`config.mk`:
```
export PLATFORM = sky130hd
export DESIGN_NAME = div_iter_unit
export DESIGN_NICKNAME = d
export VERILOG_FILES = /design/src/rtl/div_iter_unit_pkg.sv /design/src/rtl/div_iter_step.sv /design/src/rtl/div_iter_unit.sv
export SDC_FILE = /design/constraint.sdc
export NUM_CORES = 1
export LEC_CHECK = 0
export ABC_AREA = 1
export CAP_MARGIN = 30
export CORE_MARGIN = 4
export CORE_UTILIZATION = 60
export CTS_CLUSTER_SIZE = 28
export DETAILED_ROUTE_END_ITERATION = 8
export PLACE_DENSITY_LB_ADDON = 0.08
export SETUP_SLACK_MARGIN = 0.2
export SYNTH_ARGS = -nofsm -noshare
export SYNTH_HDL_FRONTEND = slang
export SYNTH_HIERARCHICAL = 1
export SYNTH_SLANG_ARGS = --single-unit
```
`constraint.sdc`:
```
create_clock -name clk -period 5.8 [get_ports clk]
set_clock_uncertainty 0.15 [all_clocks]
set_input_delay 1.74 -clock clk [delete_from_list [all_inputs] [get_ports clk]]
set_output_delay 1.74 -clock clk [all_outputs]
set_load 0.02 [all_outputs]
```
`src/rtl/div_iter_unit_pkg.sv`:
```
// Shared types and constants for the iterative divider and the EXE decode that feeds it.
package div_iter_unit_pkg;

    typedef enum logic [1:0] {
        DIV_IDLE,
        DIV_BUSY,
        DIV_DONE
    } div_state_t;

    localparam int DIV_ITER = 32;

    // MDU ALUOp codes that EXE decodes into div_start / div_signed
    localparam logic [3:0] ALUOP_DIV  = 4'b1010;
    localparam logic [3:0] ALUOP_DIVU = 4'b1011;

endpackage

```
`src/rtl/div_iter_step.sv`:
```
// One restoring division step: shift in the next dividend bit, trial-subtract the divisor.
module div_iter_step (
    input  logic [32:0] rem_in,
    input  logic [31:0] divisor,
    input  logic        bit_in,
    output logic [32:0] rem_out,
    output logic        q_bit
);

    logic [33:0] shifted;
    logic [32:0] diff;

    always_comb begin
        shifted = {rem_in, bit_in};
        diff    = shifted[32:0] - {1'b0, divisor};
        q_bit   = (shifted >= {2'b00, divisor});
        rem_out = q_bit ? diff : shifted[32:0];
    end

endmodule

```
`src/rtl/div_iter_unit.sv`:
```
// Iterative 32-bit restoring divider (DIV/DIVU) for EXE; stalls EXE while busy.
//
// state    | meaning
// DIV_IDLE | waiting for div_start; operands latched on acceptance
// DIV_BUSY | one restoring step per cycle, 32 steps MSB first
// DIV_DONE | results valid, div_finish high until pipe_adv or flush
module div_iter_unit
    import div_iter_unit_pkg::*;
#(
    parameter int DIV_W = 32
) (
    input  logic             clk,
    input  logic             resetn,
    input  logic             div_start,
    input  logic             div_signed,
    input  logic [DIV_W-1:0] dividend,
    input  logic [DIV_W-1:0] divisor,
    input  logic             flush,
    input  logic             pipe_adv,
    output logic             div_stall,
    output logic             div_finish,
    output logic [DIV_W-1:0] quotient,
    output logic [DIV_W-1:0] remainder
);

    div_state_t  state;
    logic [4:0]  cnt;
    logic [32:0] rem_q;
    logic [31:0] quo_q;
    logic [31:0] dsr_q;
    logic        q_neg;
    logic        r_neg;
    logic        div_zero;

    logic [32:0] rem_nxt;
    logic        q_bit;
    logic        a_neg;
    logic        b_neg;
    logic        b_zero;
    logic [31:0] a_mag;
    logic [31:0] b_mag;

    always_comb begin
        a_neg  = div_signed & dividend[31];
        b_neg  = div_signed & divisor[31];
        b_zero = (divisor == 32'd0);
        a_mag  = a_neg ? (32'd0 - dividend) : dividend;
        b_mag  = b_neg ? (32'd0 - divisor) : divisor;
    end

    // quo_q starts as the dividend and is shifted out MSB first as quotient bits shift in
    div_iter_step u_step (
        .rem_in  (rem_q),
        .divisor (dsr_q),
        .bit_in  (quo_q[31]),
        .rem_out (rem_nxt),
        .q_bit   (q_bit)
    );

    always_ff @(posedge clk or negedge resetn) begin
        if (!resetn) begin
            state    <= DIV_IDLE;
            cnt      <= 5'd0;
            rem_q    <= 33'd0;
            quo_q    <= 32'd0;
            dsr_q    <= 32'd0;
            q_neg    <= 1'b0;
            r_neg    <= 1'b0;
            div_zero <= 1'b0;
        end else if (flush) begin
            state <= DIV_IDLE;
        end else begin
            case (state)
                DIV_IDLE: begin
                    if (div_start) begin
                        state    <= DIV_BUSY;
                        cnt      <= 5'd0;
                        rem_q    <= 33'd0;
                        // divide-by-zero keeps the raw dividend so the remainder is uncorrected
                        quo_q    <= b_zero ? dividend : a_mag;
                        dsr_q    <= b_mag;
                        q_neg    <= (a_neg ^ b_neg) & ~b_zero;
                        r_neg    <= a_neg & ~b_zero;
                        div_zero <= b_zero;
                    end
                end
                DIV_BUSY: begin
                    rem_q <= rem_nxt;
                    quo_q <= {quo_q[30:0], q_bit};
                    cnt   <= cnt + 5'd1;
                    if (cnt == 5'(DIV_ITER - 1)) begin
                        state <= DIV_DONE;
                    end
                end
                DIV_DONE: begin
                    if (pipe_adv) begin
                        state <= DIV_IDLE;
                    end
                end
                default: state <= DIV_IDLE;
            endcase
        end
    end

    always_comb begin
        div_stall  = ~flush & (((state == DIV_IDLE) & div_start) | (state == DIV_BUSY));
        div_finish = (state == DIV_DONE);
        if (div_zero) begin
            quotient = 32'hFFFF_FFFF;
        end else begin
            quotient = q_neg ? (32'd0 - quo_q) : quo_q;
        end
        remainder = r_neg ? (32'd0 - rem_q[31:0]) : rem_q[31:0];
    end

endmodule

```
# Yosys cells after proc, flatten, opt, wreduce, memory -nomap -nowiden
# Index checks and enable logic that the tools add are counted.
[word_totals] latchBits=0 ram_bits=0 rom_bits=0 memories=0 out_inout_bits=66 elab_cells=56 inputBits=70 ff_bits=107
[op_classes] bitwise=10 n_eq_ne=7 n_reduce_logical=6 shifts=0 n_div=0 magnitude_cmp=1 add_sub_neg=6 mul=0 mux=18
[ops] op="$mux W32" count=7
[ops] op="$sub A1 B32 Y32 const A" count=4
[ops] op="$mux W33" count=2
[ops] op="$pmux W33 S2" count=1
[ops] op="$pmux W32 S2" count=1
[ops] op="$ge A34 B32 Y1" count=1
[ops] op="$sub A33 B32 Y33" count=1
[ops] op="$logic_not A32 Y1" count=1
[ops] op="$pmux W5 S2" count=1
[ops] op="$ne A3 B3 Y1 const B" count=3
[ops] op="$reduce_and A3 Y1" count=3
[ops] op="$mux W2" count=4
[ops] op="$and A1 B1 Y1" count=6
[ops] op="$pmux W2 S3" count=1
[ops] op="$add A5 B1 Y5 const B" count=1
[ops] op="$eq A5 B5 Y1 const B" count=1
[ops] op="$mux W5" count=1
[ops] op="$eq A2 B1 Y1 const B" count=1
[ops] op="$eq A2 B2 Y1 const B" count=1
[ops] op="$logic_not A2 Y1" count=1
[ops] op="$ne A2 B2 Y1 const B" count=1
[ops] op="$not A1 Y1" count=2
[ops] op="$reduce_bool A2 Y1" count=1
[ops] op="$or A1 B1 Y1" count=1
[ops] op="$xor A1 B1 Y1" count=1

# Longest topological paths before layout
[depth] ltp_word=5 ltp_mapped=18 ltp_nobuf=18

# Hierarchy
# The synthesis kept the hierarchy.
[by_module_without_submodules] module="div_iter_unit" area_each_um2=8210.4 cells_each=1293 n_inst=1
[by_module_without_submodules] module="div_iter_step" area_each_um2=3306.9 cells_each=703 n_inst=1

# Least setup slack after synthesis
# No wires, ideal clock.
[synth_timing] path_type="input -> output" startpoint="in flush" endpoint="out div_stall" setup_slack_ps=1424 required_time_ps=3910 cell_stages=6 arrival_ps=2486 n_path_buf=1 path_cell_list="nor2_1 -> nand2_1 -> nor2_1 -> inv_2 -> nand2_2 -> buf_2"
[synth_between] elab_chain_len=2
[synth_lines] item="start, declared" line_no="div_iter_unit.sv:18" rtl="input logic flush,"
[synth_lines] item="$not A1 Y1 (no line)"
[synth_lines] item="$and A1 B1 Y1" line_no="div_iter_unit.sv:106" rtl="div_stall = ~flush & (((state == DIV_IDLE) & div_start) | (state == DIV_BUSY));"
[synth_lines] item="end, declared" line_no="div_iter_unit.sv:20" rtl="output logic div_stall,"
# Every way passes these cells.

# Worst setup path in the final report
# Same ends and word-level chain as after synthesis.

==> impl_results.md <==
- Status: finished, final reports clean
- GRT met3 Usage: under 10%
- WS Path Type: in2out
- DRT iter0 DRCs: around 1500
- Die width: 147 um
- Top Usage Layer GRT: met2
- Die Y-Extent: 147 um
- Sw frac: a little under three fifths
- Worst Path Max Fanout: 3
- Die area: roughly 21000 um2
- TNS Setup: 0 ps
- Unique cell type count in the Yosys netlist: between 40 and 50
- Final Instance Area: 13300 um2
- Min Hold Slack: between 300 and 400 ps
- Number of post-CTS setup repair buffers: 0
- Number of hold buffers added after CTS: 0
- # setup viols final: 0
- Final Max Slew Viols: 0
- Least-Margin Pin Slew: 818 ps
- Number of global-route vias before repair: about 12000
- RR Startpoint: quo_q[31]
- Initial Utilization: 61.4%
- Worst Path Required: slightly below 4000 ps
- Maximum vdd drop: 0.227 mV
- Minimum clock period: roughly 5200 ps
- Post-CTS Resized: 0
- I/O Pins: 136
- Clock group share of total power: ~8%
- First-pass DRT Iterations: 6
- Hold path startpoint: quo_q[12]
- Num CTS Buffers: 9
- Critical Path End Type: primary output
- Clock-pin slew on the worst setup and hold paths: roughly 70 ps
- Sequential cell area: approximately 2700 um2
- Post-Place Worst Slack: roughly 590 ps
- Area grow syn2layout: 15.1%
- R2R Setup Slk: 2330 ps
- Tot GR Track Use: about a third
- Synthesized cell area: 11500 um2
- HP Class: reg2reg
- Clock latency on the worst-skew pair: about 360 ps
- Routed Antenna Nets: 0
- Final setup margin: just under 600 ps
- Final Wtd Congestion: 0.981
- Worst Reg-to-Reg Cells: 14
- Synth area leaders: dfrtp_1 23%, nand2_1 23%, inv_1 9.6%
- Clock Path Buffers: 2
- Grt ovf: 0
- Multi-input combinational cell area: ~7400 um2
- WL per Instance: approximately 16 um
- Worst reg2reg path endpoint: rem_q[25]
- Switching power: about 4.4 mW
- First-pass GRT wire length: 59200 um
- Slew headroom: 45.5%
- Mapped Cells: around 2000
- Yosys reg bits: 107
- Vias per cell: 5.65
- ANT cells: 0
- Final nets: 2200
- WP data arrival: between 3000 and 4000 ps
- WHS Path Cells: 2
- Sequential cell area fraction in the yosys report: between 20% and 30%
- Routed vias: between 10000 and 15000
- Syn Area/Cell: 5.77 um2
- Seq pwr share: between 10% and 20%
- Total clock sinks: approximately 110
- Post-synth top cells: 695 x nand2_1, 294 x inv_1, 203 x nand3_1
- Drt total wl: 37400 um
- Internal Power: 3.29 mW
- Most numerous cell in the Yosys netlist: nand2_1
- Syn Nets: between 2000 and 2500
- Main synth FF type: dfrtp_1
- H-tree levels: 3
- Final Hold Fails: 0
- Row count: 50
- Placed wire-length estimate: ~30000 um
- CTS tree: built
- DRC violation count after routing: 0
- Synth Warn #: 6
- Tcrit/Tclk final: approximately 90%
- Asr flop ratio synth: 100%
- Port Buf Inserts: ~140
- Initial antenna violation count: 2
- Layout fillers: approximately 1800
- M1 GR Usage: about half
- CP Launch Type: primary input
- Lkg Pwr: around 7.1 nW
- Pwr dens: roughly 580 nW/um2
- Final Util: roughly 71%
- Synth top area share: a little under a quarter
- GRT met2 Usage: 50.8%
- FMAX: slightly below 0.2 GHz
- Core ar.: roughly 19000 um2
- Logic pwr share: between 70% and 80%
- EDFF count, synth: 0
- Cell taking the most area after synthesis: dfrtp_1
- Hold Crit Endpoint: quo_q[12]
- Root Driver: clkbuf_16
- Placed Area: 12900 um2
- Layout cells sized above 1: under 10%
- Largest net degree at the start of global routing: 75
- RSZ-0062 raised after global routing: no
- Max cap viols: 0
[registers in the layout, summed over array words and instances (netlist names)]
register,cells
cnt,5
quo_q,32
rem_q,33
div_zero,1
dsr_q,32
state,2
r_neg,1
q_neg,1
[power by group through the flow]
stage / Sequential (mW) / Combinational, mW / Clock [mW]
floorplan: 1.22 / 3.80 / 0
global placement: 1.35 / 5.45 / 0
detailed placement: 1.36 / 5.53 / 0
CTS: 1.35 / 5.57 / 0.632
global route: 1.39 / 6.25 / 0.665
finish: 1.36 / 5.67 / 0.628
[how the worst max path moves through the flow]
stage                      from         to  slack, ps  cells past startpoint
after floorplan           flush  div_stall       1420                      6
after global placement    flush  div_stall        600                      7
after detailed placement  flush  div_stall        590                      7
after CTS                 flush  div_stall        590                      7
after global routing      flush  div_stall        480                      7
final                     flush  div_stall        590                      7
[through the flow]
step	instances	power, mW
6_report	2330	7.66
5_1_grt	2330	8.31
4_1_cts	2329	7.55
3_5_place_dp	2313	6.89
3_3_place_gp	2312	6.79
2_1_floorplan	1996	5.03
[cell usage in the layout (no fill, tap or decap), types with 38 or more instances in the layout]
master           count
nand4_1             49
o21ai_0             88
ha_1                38
clkdlybuf4s50_1    134
nand2_1            695
dfrtp_1            107
nor2_1             181
a21oi_1             62
nand3_1            203
xor2_1              64
inv_1              294
[cell families after synthesis]
group	Yosys count	synth area share, %
and+or+nand+nor	1214	45.2
buffers and inverters	371	12.8
AOI/OAI and AO/OA	193	8.98
DFF	107	23.2
xor gates and xnor gates	71	5.40
adders and majority gates	39	4.30
muxes	1	0.0869
[worst max-delay path: stages]
cell and delay, ps:
clkdlybuf4s50_1 440, nor2_1 100, nand2_1 70, nor2_1 150, inv_2 60, nand2_2 130, clkdlybuf4s50_1 620
[layout make-up]
| type | instances | area share (%) |
|---|---|---|
| inverters | 309 | 8.75 |
| well taps | 234 | 2.21 |
| multi-input cells | 1518 | 55.6 |
| repair buffers | 146 | 11.0 |
| clock inverters | 7 | 0.510 |
| flip-flops and latches | 107 | 20.2 |
| clock buffers | 9 | 1.70 |
[per-layer routing]
layer	routed length [um]	part of all wire [%]	vias to the layer above
met3	3960	11	104
met5	34	0.091	-
met2	15700	42	618
met4	1230	3.3	4
li1	-	-	6490
met1	16500	44	5943
Power figures use the tool's default switching activity.
